### config.mk
export PLATFORM = sky130hd
export DESIGN_NAME = cla_seq_add
export DESIGN_NICKNAME = d
export VERILOG_FILES = /design/src/rtl/cla_seq_add.sv
export SDC_FILE = /design/constraint.sdc
export NUM_CORES = 1
export LEC_CHECK = 0
export ABC_AREA = 0
export BUFFER_PORTS_ARGS = -buffer_cell sky130_fd_sc_hd__buf_2
export CELL_PAD_IN_SITES_DETAIL_PLACEMENT = 1
export CELL_PAD_IN_SITES_GLOBAL_PLACEMENT = 2
export CORE_UTILIZATION = 34
export DETAILED_ROUTE_END_ITERATION = 16
export PLACE_DENSITY_LB_ADDON = 0.1
export SLEW_MARGIN = 20
export SYNTH_ARGS = -nofsm -noshare
export SYNTH_HDL_FRONTEND = slang
export SYNTH_SLANG_ARGS = --single-unit
### constraint.sdc
create_clock -name clk -period 3.6 [get_ports clk]
set_input_delay 0.72 -clock clk [delete_from_list [all_inputs] [get_ports clk]]
set_output_delay 0.72 -clock clk [all_outputs]
set_load 0.1 [all_outputs]
### src/rtl/cla_seq_add.sv
// Multi-precision add/subtract sequencer: one BITS-wide carry-lookahead adder,
// stepped LSB chunk first, with the inter-chunk carry kept in a register.

module cla #(
    parameter int BITS = 8
) (
    input  logic [BITS-1:0] a,
    input  logic [BITS-1:0] b,
    input  logic            cin,
    output logic [BITS-1:0] sum,
    output logic            cout
);
    logic [BITS-1:0] g;
    logic [BITS-1:0] p;
    logic [BITS:0]   c;
    logic            acc;
    logic            prop;

    assign g = a & b;
    assign p = a ^ b;

    // Every carry is a flat sum of generate/propagate products back to cin.
    always_comb begin
        c    = '0;
        acc  = 1'b0;
        prop = 1'b0;
        c[0] = cin;
        for (int i = 0; i < BITS; i++) begin
            acc  = g[i];
            prop = p[i];
            for (int j = i - 1; j >= 0; j--) begin
                acc  = acc | (prop & g[j]);
                prop = prop & p[j];
            end
            c[i+1] = acc | (prop & cin);
        end
    end

    assign sum  = p ^ c[BITS-1:0];
    assign cout = c[BITS];
endmodule

module cla_seq_add #(
    parameter int BITS  = 8,
    parameter int WORDS = 4
) (
    input  logic                  clk,
    input  logic                  rst_n,
    input  logic                  req_valid,
    output logic                  req_ready,
    input  logic [WORDS*BITS-1:0] a,
    input  logic [WORDS*BITS-1:0] b,
    input  logic                  sub,
    input  logic                  cin,
    output logic                  rsp_valid,
    input  logic                  rsp_ready,
    output logic [WORDS*BITS-1:0] sum,
    output logic                  cout,
    output logic                  ovf,
    output logic                  busy
);
    localparam int W  = WORDS * BITS;
    localparam int CW = (WORDS > 1) ? $clog2(WORDS) : 1;
    localparam logic [CW-1:0] LAST = CW'(WORDS - 1);

    typedef enum logic [1:0] {IDLE, RUN, DONE} state_t;

    state_t          state;
    logic [CW-1:0]   cnt;
    logic            carry;
    logic [W-1:0]    a_q;
    logic [W-1:0]    b_q;   // already inverted for subtract
    logic [BITS-1:0] chunk_a;
    logic [BITS-1:0] chunk_b;
    logic [BITS-1:0] chunk_sum;
    logic            chunk_cout;

    assign chunk_a = a_q[int'(cnt)*BITS +: BITS];
    assign chunk_b = b_q[int'(cnt)*BITS +: BITS];

    cla #(.BITS(BITS)) u_cla (
        .a    (chunk_a),
        .b    (chunk_b),
        .cin  (carry),
        .sum  (chunk_sum),
        .cout (chunk_cout)
    );

    always_ff @(posedge clk or negedge rst_n) begin
        if (!rst_n) begin
            state     <= IDLE;
            cnt       <= '0;
            carry     <= 1'b0;
            a_q       <= '0;
            b_q       <= '0;
            sum       <= '0;
            cout      <= 1'b0;
            ovf       <= 1'b0;
            req_ready <= 1'b1;
            rsp_valid <= 1'b0;
            busy      <= 1'b0;
        end else begin
            case (state)
                IDLE: begin
                    if (req_valid && req_ready) begin
                        a_q       <= a;
                        b_q       <= sub ? ~b : b;
                        carry     <= sub ? 1'b1 : cin;
                        cnt       <= '0;
                        sum       <= '0;
                        cout      <= 1'b0;
                        ovf       <= 1'b0;
                        req_ready <= 1'b0;
                        busy      <= 1'b1;
                        state     <= RUN;
                    end
                end
                RUN: begin
                    sum[int'(cnt)*BITS +: BITS] <= chunk_sum;
                    carry <= chunk_cout;
                    cnt   <= cnt + 1'b1;
                    if (cnt == LAST) begin
                        cnt       <= '0;
                        cout      <= chunk_cout;
                        ovf       <= (a_q[W-1] == b_q[W-1]) & (chunk_sum[BITS-1] != a_q[W-1]);
                        busy      <= 1'b0;
                        rsp_valid <= 1'b1;
                        state     <= DONE;
                    end
                end
                DONE: begin
                    if (rsp_ready) begin
                        rsp_valid <= 1'b0;
                        req_ready <= 1'b1;
                        state     <= IDLE;
                    end
                end
                default: state <= IDLE;
            endcase
        end
    end
endmodule

==> results of run 1 <==
[flip-flops by register name, indices dropped and copies added, names as in the netlist]
signal and cells:
a_q 32, b_q 32, busy 1, carry 1, cnt 2, cout 1
ovf 1, req_ready 1, rsp_valid 1, state 2, sum 32
[cell type report]
class                           instances  area share
Clock buffer                            9      0.0369
Clock inverter                          7      0.0164
Inverter                                8     0.00492
Multi-Input combinational cell        342       0.372
Sequential cell                       106       0.435
Tap cell                              184      0.0377
Timing Repair Buffer                  114      0.0972
[report_power, final]
part,total [mW],internal (mW),switching [mW]
Combinational,0.109,0.0516,0.0579
Clock,1.07,0.616,0.457
Sequential,1.19,1.19,0
[logic make-up after synthesis]
kind of cell | count (synthesis) | synth area share
compound gates | 101 | 0.133
flops | 106 | 0.523
buf+inv | 37 | 0.0301
xor+xnor | 35 | 0.0604
simple gates | 176 | 0.146
fa+ha+maj | 14 | 0.0360
mux | 16 | 0.0710
[how the worst max path moves through the flow]
stage                             startpoint                 end  slack (ns)  depth (start not counted)
after floorplan           cnt[0]$_DFFE_PN0P_     ovf$_DFFE_PN0P_        0.59                          9
after global routing      cnt[0]$_DFFE_PN0P_  sum[6]$_DFFE_PN0P_        0.43                          8
final                     cnt[0]$_DFFE_PN0P_     ovf$_DFFE_PN0P_        0.68                          8
after detailed placement  cnt[0]$_DFFE_PN0P_     ovf$_DFFE_PN0P_        0.66                          8
after global placement    cnt[0]$_DFFE_PN0P_     ovf$_DFFE_PN0P_        0.68                          8
after CTS                 cnt[0]$_DFFE_PN0P_     ovf$_DFFE_PN0P_        0.64                          8
[cells in the final DEF (no fill, tap or decap), drive strengths merged, types with 7 or more instances in the layout]
master	instances
xnor2	35
clkbuf	9
mux4	16
dfrtp	105
inv	10
ha	13
nor2	7
nand2	146
buf	114
a22o	28
o21ai	46
a21oi	10
[per-layer routing]
metal	GRT usage	part of all wire
met1	0.238	0.47
met2	0.295	0.48
met3	0.0316	0.035
met4	0.0603	0.013
met5	0	0
[stage by stage]
step                 util  total power [mW]  instances  instance area (um2)
floorplan               -              1.25        485                 5070
global placement    0.397              1.32        754                 5780
detailed placement  0.397              1.33        754                 5780
CTS                 0.420              2.41        770                 6100
global route        0.420              2.46        770                 6100
finish              0.420              2.37        770                 6100
[critical path, delay by kind of cell, from the launching register on]
kind / cells / cell delay [ns]
compound gates: 3 / 0.56
fa+ha+maj: 1 / 0.41
buf+inv: 1 / 0.32
flops: 1 / 0.41
mux: 1 / 0.57
simple gates: 2 / 0.53
==> results.txt, run 1 <==
- Outcome: finished clean
- Yosys mapped a number of flops with a built-in enable equal to 0.
- Maximum number of buffers from clock root to sink: 2
- By count the netlist is led by 145 x nand2_1, 105 x dfrtp_1, 45 x o21ai_0.
* Fin nets: 665
- Number of antenna violations at the first check in global routing: 0
- Maximum Capacitance Violations: 0
- Final hold vios: 0
- Largest net degree at the start of global routing: 69
- Clock transition time at the flip-flop clock pins of the worst setup and hold paths: 0.07 ns
- The startpoint identified for the worst register-to-register timing path is cnt[0]$_DFFE_PN0P_.
- Clock insertion delay at the later pin of the skew report: 0.35 ns
- Across every metal layer, demand over resource in global routing totals 0.179.
- Total vias in the final route: 3,813
* Cell taking the most area after synthesis: dfrtp_1
- Number of buffers created by CTS: 9
* Effective utilization at floorplan: 0.349
* Synth Net Count: 569
- Dividing the detail-routed via count by the number of cells gives 4.95.
* Post-CTS resize count: 0
* Worst-path fanout max: 15
* Final count of negative-setup-slack endpoints: 0
- By startpoint and endpoint, the worst setup path is classified as register to register.
* Share of flip-flops with an asynchronous set or reset: 1.00
* X dimension of the die: 124 um
- FF+latch area: 0.00265 mm2
* Largest cells by area after synthesis: dfrtp_1 52%, nand2_1 11%, mux4_2 7.1%
- Dpl ws: 0.664 ns
- Of the available clock period, the critical path in the final layout requires 0.812.
* Number of clock sinks: 106
- For the pin with the worst max-slew slack, the measured transition is 0.892 ns.
* DIE HEIGHT: 124 um
* Critical path data required time: 3.84 ns
- In the final routed layout, each cell accounts on average for 16.5 um.
- For this block, the initial DRC count from the detailed router was 165.
- Setup fix buffers added after clock tree synthesis: 0
- Maximum clock skew at final layout: 0.00709 ns
- In this run the count of I/O pins placed on the die edge is 107.
- Clock tree from TritonCTS: built
- Endpoint of the most critical register-to-register path: ovf$_DFFE_PN0P_
- Critical path data arrival time: 3.16 ns
* Proportion of synthesized chip area in sequential cells: 0.523
- The count of buffers added on input and output ports is 106.
* Slowest library cell on the worst path: mux4_2
* Final estimated routing congestion in global placement: 0.739
* Cell count after synthesis: 485
- Dividing total power by cell area gives a power density of 389 mW/mm2.
- Setup repair after global routing missed its margin: no
* Peak supply drop: 0.000220 V
- The most common cell in the synthesized netlist is nand2_1.
* Post-synthesis area per instance: 10.5 um2
* Least setup slack across all paths after layout: 0.675 ns
- The min-delay analysis places its worst path in the category primary input to asynchronous set/reset pin.
- Remaining antenna violation count after routing: 0
* Remaining global-route overflow: 0
- The multi-input combinational cells in the finished layout cover a total of 0.00227 mm2.
- Rows: 44
- The analysis attributes to cell leakage a power of 3.07 nW.
* Core ar.: 0.0145 mm2
- Area share of the largest cell type after synthesis: 0.518
- Vias in the first global route: 3,902
- For this run, design rule violations remaining after detail routing come to 0.
- The pre-antenna-repair detailed-routing pass consisted of 4 iterations.
- In this run the cell area of the synthesized design comes to 0.00507 mm2.
- Worst relative slew slack: 0.406
- During synthesis, Yosys emitted a total of 0 warnings.
- In this design, the stage delay of the slowest critical-path cell is 0.57 ns.
* Count of state elements after synthesis: 106
* Sum of negative setup slack: 0 ns
- CP Capture Type: register
* Cell variety after synth: 41
* Wire length reported by the detailed router: 12.7 mm
- Reg2Reg Depth: 8
- Final Max Tran Viols: 0
- Hold_buf cts: 0
- Startpoint Class: register
- Once detailed placement completed, the half-perimeter wirelength came to 9.51 mm.
- After layout, the minimum clock period comes to 2.92 ns.
- The critical path goes through buf_4, mux4_2, ha_1, nand2_1, or3_4, a31oi_2, o31ai_1, a211o_1.
- H-tree Lvls: 3
- For this run, the top clock speed supported by timing is 342 MHz.
* Hold slack final: 0.476 ns
- The first global-routing pass estimated 20.5 mm of wire.
- The root buffer cell chosen for the clock tree is clkbuf_16.
- Floorplan die area: 0.0154 mm2
- Number of diodes: 0
* Dominant synthesized flop cell: dfrtp_1
- In the final layout, the share of cells above drive strength 1 is 0.266.
- The filler cells instantiated in the layout total 1,682.
- Area growth syn-to-layout: 20.3%
- Setup slack of the worst register-to-register path: 0.68 ns
Power figures use the tool's default switching activity.
==> run 2, diff against run 1 <==
CORE_UTILIZATION = 31   (was 34)
clock period = 2.52 ns   (was 3.6 ns; I/O delays follow)
==> run 2 against run 1 <==
  * Critical path type unchanged
  * Worst hold slack lost 0.30 ns
  * Non-clock buffer count increased by 29
  * The run now ends with setup timing left
  * Register-to-register slack worse by 0.74 ns
  * Cell area rose by 8.0%
  * Routed wire length rose by 11%
==> results.txt, run 2 (synthesis gave the netlist of run 1 again) <==
* Outcome: finished with violations
* Failing checks: setup timing
- Maximum Capacitance Violations: 0 (unchanged)
* Critical path data arrival time: 2.82 ns (-0.34 ns)
* Rows: 46 (+4.5%)
- The count of buffers from port buffering was 106 (unchanged).
- The clock edge transition at the registers on the reported setup and hold paths was 0.07 ns (about the same).
- The starting density of the core came to 0.318 (-0.0308).
- The post-route antenna net violation count was 0 (unchanged).
- Area growth syn-to-layout: 29.9%
- Global Route Usage Sum: 0.178 (-0.00141)
- The data required time of the critical path was 2.76 ns (-1.08 ns).
* Fin nets: 694 (+4.4%)
- The first-pass GRT wire length was 22.7 mm (+11%).
- Hold_buf cts: 0 (unchanged)
- Final count of negative-setup-slack endpoints: 15 (+15)
- Maximum clock skew at final layout: 0.00667 ns (-0.000418 ns)
- DRT met1 WL: 6.43 mm (+7.8%)
- The critical path is of the register to register type.
- Number of I/O pins: 107 (unchanged)
- The routed via count was 3,968 (+4.1%).
- Among cell families on the critical path, the largest total delay comes from multiplexers.
* Slew at the pin closest to its max-slew limit: 0.708 ns (-0.184 ns)
- The critical path goes through clkbuf_16, mux4_2, ha_4, o21ai_4, or3_4, a31oi_4, nor2_2, a22o_1.
* Commonest cells after routing, fill and taps aside: 144 x nand2_1, 105 x buf_2, 104 x dfrtp_1
- The largest registers in the layout are a_q (32), b_q (32), sum (32).
- Starting DRT DRC Count: 119 (-28%)
* Worst relative slew slack: 0.528 (+0.123)
* Stage delay of the slowest cell on the critical path: 0.54 ns (-0.03 ns)
* Vias in the first global route: 4,293 (+10%)
* Sum of met2 wire segment lengths after detailed routing: 7.12 mm (+17%)
- The share of the clock period used by the worst path is 1.03 (+0.214).
* Number of diodes: 0 (unchanged)
* Wire length reported by the detailed router: 14.0 mm (+11%)
- The aggregate global routing overflow is 0 (unchanged).
- The number of vias per cell came to 4.77 (-3.6%).
- Setup repair after global routing could not meet its margin everywhere.
- Peak clock frequency supported by timing: 387 MHz (+13%)
- The fraction of final layout cells sized beyond drive strength 1 came to 0.340 (+0.0736).
- For this design, the slowest cell found on the critical path is mux4_2.
- The post-detailed-route wirelength per cell is 16.9 um (+2.7%).
* Number of clock sinks: 106 (unchanged)
- Floorplan die area: 0.0169 mm2 (+9.5%)
- The power per cell area came to 490 mW/mm2 (+26%).
- CP bufs+invs: 1 (unchanged)
- Most common cell after layout, fill and taps aside: nand2_1
* Standby leakage power: 3.23 nW (+5.3%)
- DIE HEIGHT: 130 um (+4.7%)
- X dimension of the die: 130 um (+4.7%)
* Met3 wire length: 395 um (-11%)
- Crit path time final: 2.59 ns (-0.338 ns)
- The H-tree depth came to 3 (unchanged).
* Clock tree from TritonCTS: built
- The overall power was 3.23 mW (+36%).
* Pre-antenna DRT Iters: 7 (+3)
- Number of antenna violations at the first check in global routing: 0 (unchanged)
- Peak supply drop: 0.000337 V (+53%)
- CP Capture Type: register
- Number of buffers created by CTS: 9 (unchanged)
* DRC violation count after routing: 0 (unchanged)
* Maximum number of buffers from clock root to sink: 2 (unchanged)
* Path class of the lowest-slack min-delay path: primary input to asynchronous set/reset pin
- The maximum number of pins on one net before global-route repair came to 51 (-26%).
* Root Driver: clkbuf_16
- The final core utilization was 0.413 (-0.00633).
* Final hold vios: 0 (unchanged)
* Final estimated routing congestion in global placement: 0.864 (+17%)
- After detailed routing, no signal wire sits above met4.
- The final HPWL from detailed placement was 10.7 mm (+12%).
- The final worst setup slack was -0.0665 ns (-0.742 ns).
* Startpoint Class: register
- The largest fanout on the critical path is 5 (-10).
* Final Max Tran Viols: 0 (unchanged)
- Clock insertion delay at the later pin of the skew report: 0.35 ns (about the same)
* Core ar.: 0.0159 mm2 (+9.7%)
==> run 2: area by class of cell <==
| class | count | area, um2 |
|---|---|---|
| fill | 1817 | 9350 |
| sequential | 106 | 2660 |
| multi-input combinational | 342 | 2470 |
| timing repair buffer | 143 | 877 |
| tap | 216 | 270 |
| clock buffer | 9 | 225 |
| clock inverter | 7 | 62.6 |
| inverter | 8 | 30.0 |
==> run 2: stage by stage <==
stage	cell area (um2)	setup TNS (ns)	setup slack, ns	std cells	hold slack [ns]
2_1_floorplan	5140	-0.313	-0.0668	485	0.208
3_3_place_gp	6080	-0.842	-0.0942	810	0.457
3_5_place_dp	6080	-1.51	-0.130	810	0.468
4_1_cts	6450	-0.570	-0.0815	827	0.209
5_1_grt	6590	-1.98	-0.145	831	0.239
6_report	6590	-0.651	-0.0665	831	0.176
==> run 2: path summary, 6_finish.rpt <==
kind / startpoint / to / slack, ns / cells after the start
max in group asynchronous: rst_n / req_ready$_DFFE_PN1P_ / 1.65 / 2
min in group clk: a[27] / a_q[27]$_DFFE_PN0P_ / 0.34 / 3
worst min register to register: busy$_DFFE_PN0P_ / busy$_DFFE_PN0P_ / 0.47 / 2
worst max register to register: cnt[0]$_DFFE_PN0P_ / sum[7]$_DFFE_PN0P_ / -0.07 / 8
worst min-delay path: rst_n / busy$_DFFE_PN0P_ / 0.18 / 1
worst max-delay path: cnt[0]$_DFFE_PN0P_ / sum[7]$_DFFE_PN0P_ / -0.07 / 8
==> run 2: repair_timing <==
action | CTS | global route
setup buffers | 1 | 4
pin swaps | 1 | 9
resized for setup | 12 | 19
gates cloned | 0 | 1
setup endpoints to repair | 23 | 19
==> run 2: routing by layer <==
| metal | global-route usage | vias up |
|---|---|---|
| met4 | 0.0513 | 0 |
| li1 | - | 1914 |
| met5 | 0 | - |
| met3 | 0.0283 | 8 |
| met1 | 0.226 | 1969 |
| met2 | 0.313 | 77 |
==> run 2: worst reg2reg max path, cell delays in order, from the launching register on <==
cell	delay, ns
dfrtp_2	0.44
clkbuf_16	0.18
mux4_2	0.55
ha_4	0.31
o21ai_4	0.07
or3_4	0.44
a31oi_4	0.18
nor2_2	0.09
a22o_1	0.22
==> run 2: power by group <==
part / switching, mW / internal (mW) / leakage, nW
sequential: 0 / 1.70 / 1.43
combinational: 0.0824 / 0.0777 / 1.67
clock: 0.679 / 0.688 / 0.132
